[config.mk]
export PLATFORM = sky130hd
export DESIGN_NAME = mem_stage_sram_ctrl
export DESIGN_NICKNAME = d
export VERILOG_FILES = /design/src/rtl/mem_stage_sram_ctrl.sv
export SDC_FILE = /design/constraint.sdc
export NUM_CORES = 1
export LEC_CHECK = 0
export ABC_AREA = 1
export CAP_MARGIN = 15
export CORE_ASPECT_RATIO = 0.9
export CORE_UTILIZATION = 52
export CTS_BUF_LIST = sky130_fd_sc_hd__clkbuf_2 sky130_fd_sc_hd__clkbuf_4 sky130_fd_sc_hd__clkbuf_8
export DETAILED_ROUTE_END_ITERATION = 7
export PLACE_DENSITY = 0.86
export SYNTH_ARGS = -nofsm -noshare
export SYNTH_HDL_FRONTEND = slang
export SYNTH_SLANG_ARGS = --single-unit
[constraint.sdc]
create_clock -name clk -period 7.3 [get_ports clk]
set_clock_uncertainty 0.2 [all_clocks]
set_input_delay 1.46 -clock clk [delete_from_list [all_inputs] [get_ports clk]]
set_output_delay 1.46 -clock clk [all_outputs]
set_load 0.02 [all_outputs]
[src/rtl/mem_stage_sram_ctrl.sv]
// Sequences 32-bit MEM-stage loads/stores as two half-word cycles on a 16-bit SRAM and holds the pipeline with freeze meanwhile.
// Optional one-entry read cache: define MEM_STAGE_SRAM_READ_CACHE_EN.
module mem_stage_sram_ctrl #(
    parameter int DATA_WIDTH      = 32,
    parameter int SRAM_DATA_WIDTH = 16,
    parameter int SRAM_ADDR_WIDTH = 18,
    parameter int BASE_ADDR       = 1024,
    parameter int WAIT_CYCLES     = 1
) (
    input  logic                       clk,
    input  logic                       rst,
    input  logic                       mem_r_en,
    input  logic                       mem_w_en,
    input  logic [DATA_WIDTH-1:0]      addr,
    input  logic [DATA_WIDTH-1:0]      wdata,
    output logic [DATA_WIDTH-1:0]      rdata,
    output logic                       ready,
    output logic                       freeze,
    output logic [SRAM_ADDR_WIDTH-1:0] sram_addr,
    output logic [SRAM_DATA_WIDTH-1:0] sram_dq_out,
    input  logic [SRAM_DATA_WIDTH-1:0] sram_dq_in,
    output logic                       sram_dq_oe,
    output logic                       sram_we_n,
    output logic                       sram_oe_n,
    output logic                       sram_ce_n
);
    localparam int SA = SRAM_ADDR_WIDTH;
    localparam int TW = SA - 1;
    localparam int SD = SRAM_DATA_WIDTH;
    localparam int CW = (WAIT_CYCLES > 0) ? $clog2(WAIT_CYCLES + 1) : 1;

    typedef enum logic [1:0] {IDLE, LO, HI, DONE} state_t;

    state_t                state;
    logic [CW-1:0]         cnt;
    logic                  is_load;
    logic [TW-1:0]         word;
    logic [DATA_WIDTH-1:0] wdata_q;
    logic [SD-1:0]         rdata_lo;
    logic                  req;
    logic                  phase_end;
    logic [DATA_WIDTH-1:0] offset;
    logic                  unused_bits;

    assign req       = mem_r_en | mem_w_en;
    assign offset    = addr - DATA_WIDTH'(BASE_ADDR);
    assign phase_end = (cnt == CW'(WAIT_CYCLES));
    // Only the half-word index bits are meaningful; the rest wrap silently.
    assign unused_bits = ^{offset[DATA_WIDTH-1:SA+1], offset[1:0]};

    always_comb begin
        case (state)
            IDLE:    ready = ~req;
            DONE:    ready = 1'b1;
            default: ready = 1'b0;
        endcase
    end
    assign freeze = req & ~ready;

`ifdef MEM_STAGE_SRAM_READ_CACHE_EN
    logic                  c_valid;
    logic [TW-1:0]         c_tag;
    logic [DATA_WIDTH-1:0] c_data;
    logic                  c_hit;

    assign c_hit = mem_r_en & c_valid & (c_tag == offset[SA:2]);
`endif

    always_ff @(posedge clk or posedge rst) begin
        if (rst) begin
            state       <= IDLE;
            cnt         <= '0;
            is_load     <= 1'b0;
            word        <= '0;
            wdata_q     <= '0;
            rdata_lo    <= '0;
            rdata       <= '0;
            sram_addr   <= '0;
            sram_dq_out <= '0;
            sram_dq_oe  <= 1'b0;
            sram_we_n   <= 1'b1;
            sram_oe_n   <= 1'b1;
            sram_ce_n   <= 1'b1;
`ifdef MEM_STAGE_SRAM_READ_CACHE_EN
            c_valid     <= 1'b0;
            c_tag       <= '0;
            c_data      <= '0;
`endif
        end else begin
            case (state)
                IDLE: begin
                    if (req) begin
                        is_load <= mem_r_en;
                        word    <= offset[SA:2];
                        wdata_q <= wdata;
                        cnt     <= '0;
`ifdef MEM_STAGE_SRAM_READ_CACHE_EN
                        if (c_hit) begin
                            state <= DONE;
                            rdata <= c_data;
                        end else
`endif
                        begin
                            // Load wins when both enables are high.
                            state       <= LO;
                            sram_addr   <= {offset[SA:2], 1'b0};
                            sram_dq_out <= wdata[SD-1:0];
                            sram_dq_oe  <= ~mem_r_en;
                            sram_we_n   <= mem_r_en;
                            sram_oe_n   <= ~mem_r_en;
                            sram_ce_n   <= 1'b0;
                        end
                    end
                end
                LO: begin
                    if (phase_end) begin
                        state       <= HI;
                        cnt         <= '0;
                        sram_addr   <= {word, 1'b1};
                        sram_dq_out <= wdata_q[DATA_WIDTH-1:SD];
                        rdata_lo    <= sram_dq_in;
                    end else begin
                        cnt <= cnt + CW'(1);
                    end
                end
                HI: begin
                    if (phase_end) begin
                        state      <= DONE;
                        cnt        <= '0;
                        sram_dq_oe <= 1'b0;
                        sram_we_n  <= 1'b1;
                        sram_oe_n  <= 1'b1;
                        sram_ce_n  <= 1'b1;
                        if (is_load) begin
                            rdata <= {sram_dq_in, rdata_lo};
                        end
`ifdef MEM_STAGE_SRAM_READ_CACHE_EN
                        if (is_load) begin
                            c_valid <= 1'b1;
                            c_tag   <= word;
                            c_data  <= {sram_dq_in, rdata_lo};
                        end else if (c_valid && c_tag == word) begin
                            c_data <= wdata_q;
                        end
`endif
                    end else begin
                        cnt <= cnt + CW'(1);
                    end
                end
                default: state <= IDLE;
            endcase
        end
    end
endmodule

=== Word-level counts from Yosys, hierarchy flattened ===
Cells that the tools add are included.

* Word-level logic and storage cells: 60
* Output and inout port bits: 72
* Input port bits: 84
* Bits in registers: 139

* Muxes and demuxes: 22
* Bitwise logic cells: 5
* Reduce and logical (&&, ||, !) cells: 12
* Add/subtract/negate cells: 2
* Equal/unequal tests: 6

{| class="wikitable"
|+ Operator list
! operator !! count
|-
| two-way mux 18 bit || 2
|-
| case mux 18 bit (2 select lines) || 1
|-
| two-way mux 16 bit || 2
|-
| case mux 16 bit (2 select lines) || 1
|-
| subtractor 19 x 11 -> 19 bit (second input constant) || 1
|-
| case mux 1 bit (2 select lines) || 6
|-
| AND reduction 3 bit || 4
|-
| two-way mux 1 bit || 6
|-
| two-way mux 2 bit || 3
|-
| inequality test 2 bit (second input constant) || 3
|-
| case mux 2 bit (3 select lines) || 1
|-
| AND reduction 2 bit || 3
|-
| nonzero test 2 bit || 3
|-
| equality test 2 bit (second input constant) || 2
|-
| NOT 1 bit || 3
|-
| equality test 2 x 1 -> 1 bit (second input constant) || 1
|-
| zero test 2 bit || 1
|-
| OR reduction 2 bit || 1
|-
| adder 1 bit (second input constant) || 1
|-
| AND 1 bit || 1
|-
| OR 1 bit || 1
|}

=== Depth between registers and ports, before layout ===
* Word-level depth: 5
* Gate-level depth with buffers: 9
* Gate-level depth less buffers: 8

=== Worst setup path before layout ===
OpenSTA, ideal clock, no wires.

* Kind: in2out
* From: input port mem_w_en
* To: output port freeze
* Stages: 4
* Path slack: 3364 ps
* Data required time: 5640 ps
* Buffers on the path: 0
* Arrival time: 2276 ps
* Cells stage by stage: nor2_1 > a21oi_1 > nor2_1 > nor2_1

* Longest elaborated chain between the ends: 5

{| class="wikitable"
|+ Ends and longest elaborated chain
! item !! RTL line !! source
|-
| start, declared || 13 || <nowiki>input logic mem_w_en,</nowiki>
|-
| OR 1 bit || 45 || <nowiki>assign req = mem_r_en | mem_w_en;</nowiki>
|-
| NOT 1 bit || 53 || <nowiki>IDLE: ready = ~req;</nowiki>
|-
| case mux 1 bit (2 select lines) || 52 || <nowiki>case (state)</nowiki>
|-
| named net ready || 17 || <nowiki>output logic ready,</nowiki>
|-
| NOT 1 bit || 58 || <nowiki>assign freeze = req & ~ready;</nowiki>
|-
| AND 1 bit || 58 ||
|-
| end, declared || 18 || <nowiki>output logic freeze,</nowiki>
|}

The timed path passes the listed nets, and every way through them passes these cells.

=== Worst setup path after layout ===
* From: input port mem_r_en
* To: output port ready

* Longest elaborated chain between the ends: 3

{| class="wikitable"
|+ Ends and longest elaborated chain
! item !! RTL line !! source
|-
| start, declared || 12 || <nowiki>input logic mem_r_en,</nowiki>
|-
| OR 1 bit || 45 ||
|-
| NOT 1 bit || 53 ||
|-
| case mux 1 bit (2 select lines) || 52 ||
|-
| end, declared || 17 ||
|}

Every way passes these cells.

==> insert_results.sql <==
INSERT INTO impl_metrics (metric_group, metric, value, unit) VALUES
('placement', 'post-place-cells', '815', ''),
('synth', 'post_synth_xor_area_fraction', '0.3378', '%'),
('clock_tree', 'cts_root_buffer', 'sky130_fd_sc_hd__clkbuf_8', ''),
('sta', 'worst_slew_pin_slew', '0.9649', 'ns'),
('grt', 'grt_antenna_before_repair', '0', ''),
('grt', 'via_count_of_the_first_global_routing_pass', '4396', ''),
('worst_setup_path', 'path_cells', 'clkdlybuf4s50_1, nor2_1, a21oi_1, nor2_1, clkdlybuf4s50_1', ''),
('cells_and_area', 'fillCellCount', '699', ''),
('cells_and_area', 'final_core_utilization', '73.49', '%'),
('clock_tree', 'ctsHtreeMaxLevel', '4', ''),
('detailed_routing', 'drt_drc_violations_left', '0', ''),
('detailed_routing', 'wl_per_cell', '14.38', 'um'),
('sta', 'report.final.setup_viol', '0', ''),
('floorplan', 'floorplan.die.height', '96.73', 'um'),
('cells_and_area', 'post_route_insts_no_fill', '849', ''),
('placement', 'port_buffers', '140', ''),
('grt', 'grt_start_max_net_pins', '68', ''),
('worst_setup_path', 'data_arrival_at_the_endpoint_of_the_critical_path', '3.09', 'ns'),
('grt', 'grt_remaining_overflow', '0', ''),
('flow_run', 'drv_cap', '0', ''),
('clock_tree', 'cts_tree', 'yes', ''),
('cells_and_area', 'antennaDiodeCount', '0', ''),
('worst_setup_path', 'worst-path-buf-inv', '2', ''),
('pwr', 'internal-power', '2.018', 'mW'),
('detailed_routing', 'via_count', '4395', ''),
('clock_tree', 'number_of_buffers_inserted_for_hold_repair_after_clock_tree_synthesis', '0', ''),
('synth', 'ys_seq_elements', '123', ''),
('floorplan', 'ioPinCount', '156', ''),
('outcome', 'outcome', 'complete, no violations', ''),
('synth', 'post_synth_inst_count', '575', ''),
('detailed_routing', 'detail-route-antenna-nets', '0', ''),
('worst_setup_path', 'worstSetupEndpointType', 'output port', ''),
('synth', 'synth_top_family_by_area', 'simple AND/OR/NAND/NOR gates', ''),
('clock_tree', 'clock_sinks', '123', ''),
('placement', 'post-dp-hpwl', '8.085', 'mm'),
('pwr', 'ir_drop', '0.2394', 'mV'),
('grt', 'grt_pass1_wl', '20.41', 'mm'),
('worst_setup_path', 'cp.required', '5.64', 'ns'),
('synth', 'multiplexer_share_of_the_synthesized_area', '3.475', '%'),
('clock_tree', 'post_cts.repair.setup_buffers', '0', ''),
('synth', 'synth_adder_area_share', '1.207', '%'),
('synth', 'synth_largest_area_cell', 'sky130_fd_sc_hd__dfrtp_1', ''),
('pwr', 'switchingPower', '1.298', 'mW'),
('pwr', 'power.share.sequential', '36.6', '%'),
('cells_and_area', 'num-nets-final', '799', ''),
('detailed_routing', 'totalWireLength', '12.21', 'mm'),
('sta', 'postLayoutSetupSlackWorst', '2.552', 'ns'),
('sta', 'fin_crit_sh', '65.05', '%'),
('clock_tree', 'path_clk_slew', '0.07', 'ns'),
('worst_setup_path', 'critical-path-top-delay-family', 'buffers and inverters', ''),
('worst_setup_path', 'critical_path.startpoint_type', 'input port', ''),
('synth', 'synth-simple-area-share', '18.46', '%'),
('sta', 'max_freq', '210.6', 'MHz'),
('floorplan', 'die_area', '10370', 'um2'),
('clock_tree', 'max-clock-path-buffers', '2', ''),
('sta', 'grt_setup_unrepaired', 'no', ''),
('worst_setup_path', 'critPathMaxFanout', '4', ''),
('synth', 'synthesis.area', '5185', 'um2'),
('detailed_routing', 'vias_per_cell', '5.177', ''),
('detailed_routing', 'drt_iter0_drc', '215', ''),
('pwr', 'reported_leakage_power', '3.416', 'nW'),
('synth', 'ys.warnings.count', '0', ''),
('floorplan', 'std_cell_rows', '34', ''),
('sta', 'final_period_minus_worst_setup_slack', '4.748', 'ns'),
('clock_tree', 'numCtsBuffers', '17', ''),
('synth', 'synth_compound_area_share', '10.74', '%'),
('synth', 'synth-seq-area-share', '59.44', '%'),
('synth', 'yosys.area.top_type_share', '57.92', '%'),
('cells_and_area', 'syn_to_final_growth', '36.87', '%'),
('worst_setup_path', 'critical_path.slowest_cell', 'sky130_fd_sc_hd__clkdlybuf4s50_1', ''),
('synth', 'synthDistinctLibCells', '23', '');
## power by group through the flow
stage / Clock [mW] / Combinational [mW] / Sequential, mW
2_1_floorplan: 0 / 0.666 / 1.41
3_5_place_dp: 0 / 1.46 / 1.22
3_3_place_gp: 0 / 1.40 / 1.20
4_1_cts: 0.630 / 1.47 / 1.21
6_report: 0.617 / 1.49 / 1.21
5_1_grt: 0.662 / 1.63 / 1.25
## metrics by stage
| stage | hold slack (ns) | total power [mW] | cell area [um2] |
|---|---|---|---|
| global placement | 0.2551 | 2.598 | 6634 |
| CTS | 0.2764 | 3.314 | 7049 |
| detailed placement | 0.2590 | 2.676 | 6634 |
| global route | 0.2978 | 3.546 | 7097 |
| finish | 0.2733 | 3.316 | 7097 |
| floorplan | 0.2426 | 2.078 | 5185 |
## sequential cells by signal, summed over array words and instances, names as in the netlist, 2 cells and up
| signal | flops |
|---|---|
| state | 2 |
| wdata_q | 16 |
| sram_addr | 18 |
| rdata_lo | 16 |
| word | 17 |
| sram_dq_out | 16 |
| rdata | 32 |
## area by class of cell
type                    count  area, um2  share of cell area, %
flip-flops and latches    123       3082                  43.42
multi-input cells         374       1784                  25.14
repair buffers            145       1471                  20.73
clock buffers              18      241.5                  3.403
inverters                  49      186.4                  2.627
clock inverters            14      173.9                  2.451
well taps                 126      157.7                  2.221
## worst reg2reg max path: cells and delay by family (launching register included)
family                     cells  cell delay, ns
buffers and inverters          2            0.44
and+or+nand+nor                2            0.99
adders and majority gates      1            0.80
DFF                            1            0.41
AOI/OAI and AO/OA              2            0.57
## cells in the mapped netlist
cell / n
sky130_fd_sc_hd__nand2_1: 177
sky130_fd_sc_hd__dfrtp_1: 120
sky130_fd_sc_hd__o21ai_0: 63
sky130_fd_sc_hd__nor2_1: 59
sky130_fd_sc_hd__inv_1: 49
sky130_fd_sc_hd__o31ai_1: 17
sky130_fd_sc_hd__mux2_2: 16
sky130_fd_sc_hd__clkbuf_1: 13
sky130_fd_sc_hd__nand3_1: 12
sky130_fd_sc_hd__o21ai_1: 12
sky130_fd_sc_hd__buf_2: 11
sky130_fd_sc_hd__a21oi_1: 5
sky130_fd_sc_hd__ha_1: 5
sky130_fd_sc_hd__buf_4: 4
sky130_fd_sc_hd__dfstp_2: 3
sky130_fd_sc_hd__a31oi_1: 2
sky130_fd_sc_hd__buf_6: 1
sky130_fd_sc_hd__nand2_2: 1
sky130_fd_sc_hd__nor3_1: 1
sky130_fd_sc_hd__o2111ai_1: 1
sky130_fd_sc_hd__o21a_1: 1
sky130_fd_sc_hd__xnor2_1: 1
sky130_fd_sc_hd__xor2_1: 1
## final timing paths
| kind | slack, ns | depth (start not counted) | to | start |
|---|---|---|---|---|
| worst max-delay path | 2.55 | 5 | ready | mem_r_en |
| worst min register to register | 0.27 | 2 | wdata_q[16]$_DFFE_PP0P_ | wdata_q[16]$_DFFE_PP0P_ |
| min in group asynchronous | 1.32 | 2 | sram_dq_out[5]$_DFFE_PP0P_ | rst |
| worst max register to register | 3.78 | 7 | sram_dq_out[11]$_DFFE_PP0P_ | state[1]$_DFFE_PP0P_ |
| worst min-delay path | 0.27 | 2 | wdata_q[16]$_DFFE_PP0P_ | wdata_q[16]$_DFFE_PP0P_ |
| max in group asynchronous | 4.29 | 3 | sram_dq_out[7]$_DFFE_PP0P_ | rst |
## per-layer routing
metal	vias up	global-route usage, %	routed length, um
li1	2097	-	-
met1	2106	32.01	5022
met2	178	40.35	5938
met3	14	8.423	1059
met4	0	8.325	186
met5	-	0	0
## cell families after synthesis
| family | Yosys count |
|---|---|
| AO/OA/AOI/OAI | 101 |
| XOR/XNOR | 2 |
| adder cells (fa/ha/maj) | 5 |
| buffers and inverters | 78 |
| flip-flops | 123 |
| multiplexers | 16 |
| AND/OR/NAND/NOR | 250 |
No activity file was read; power rests on OpenSTA's default activity.
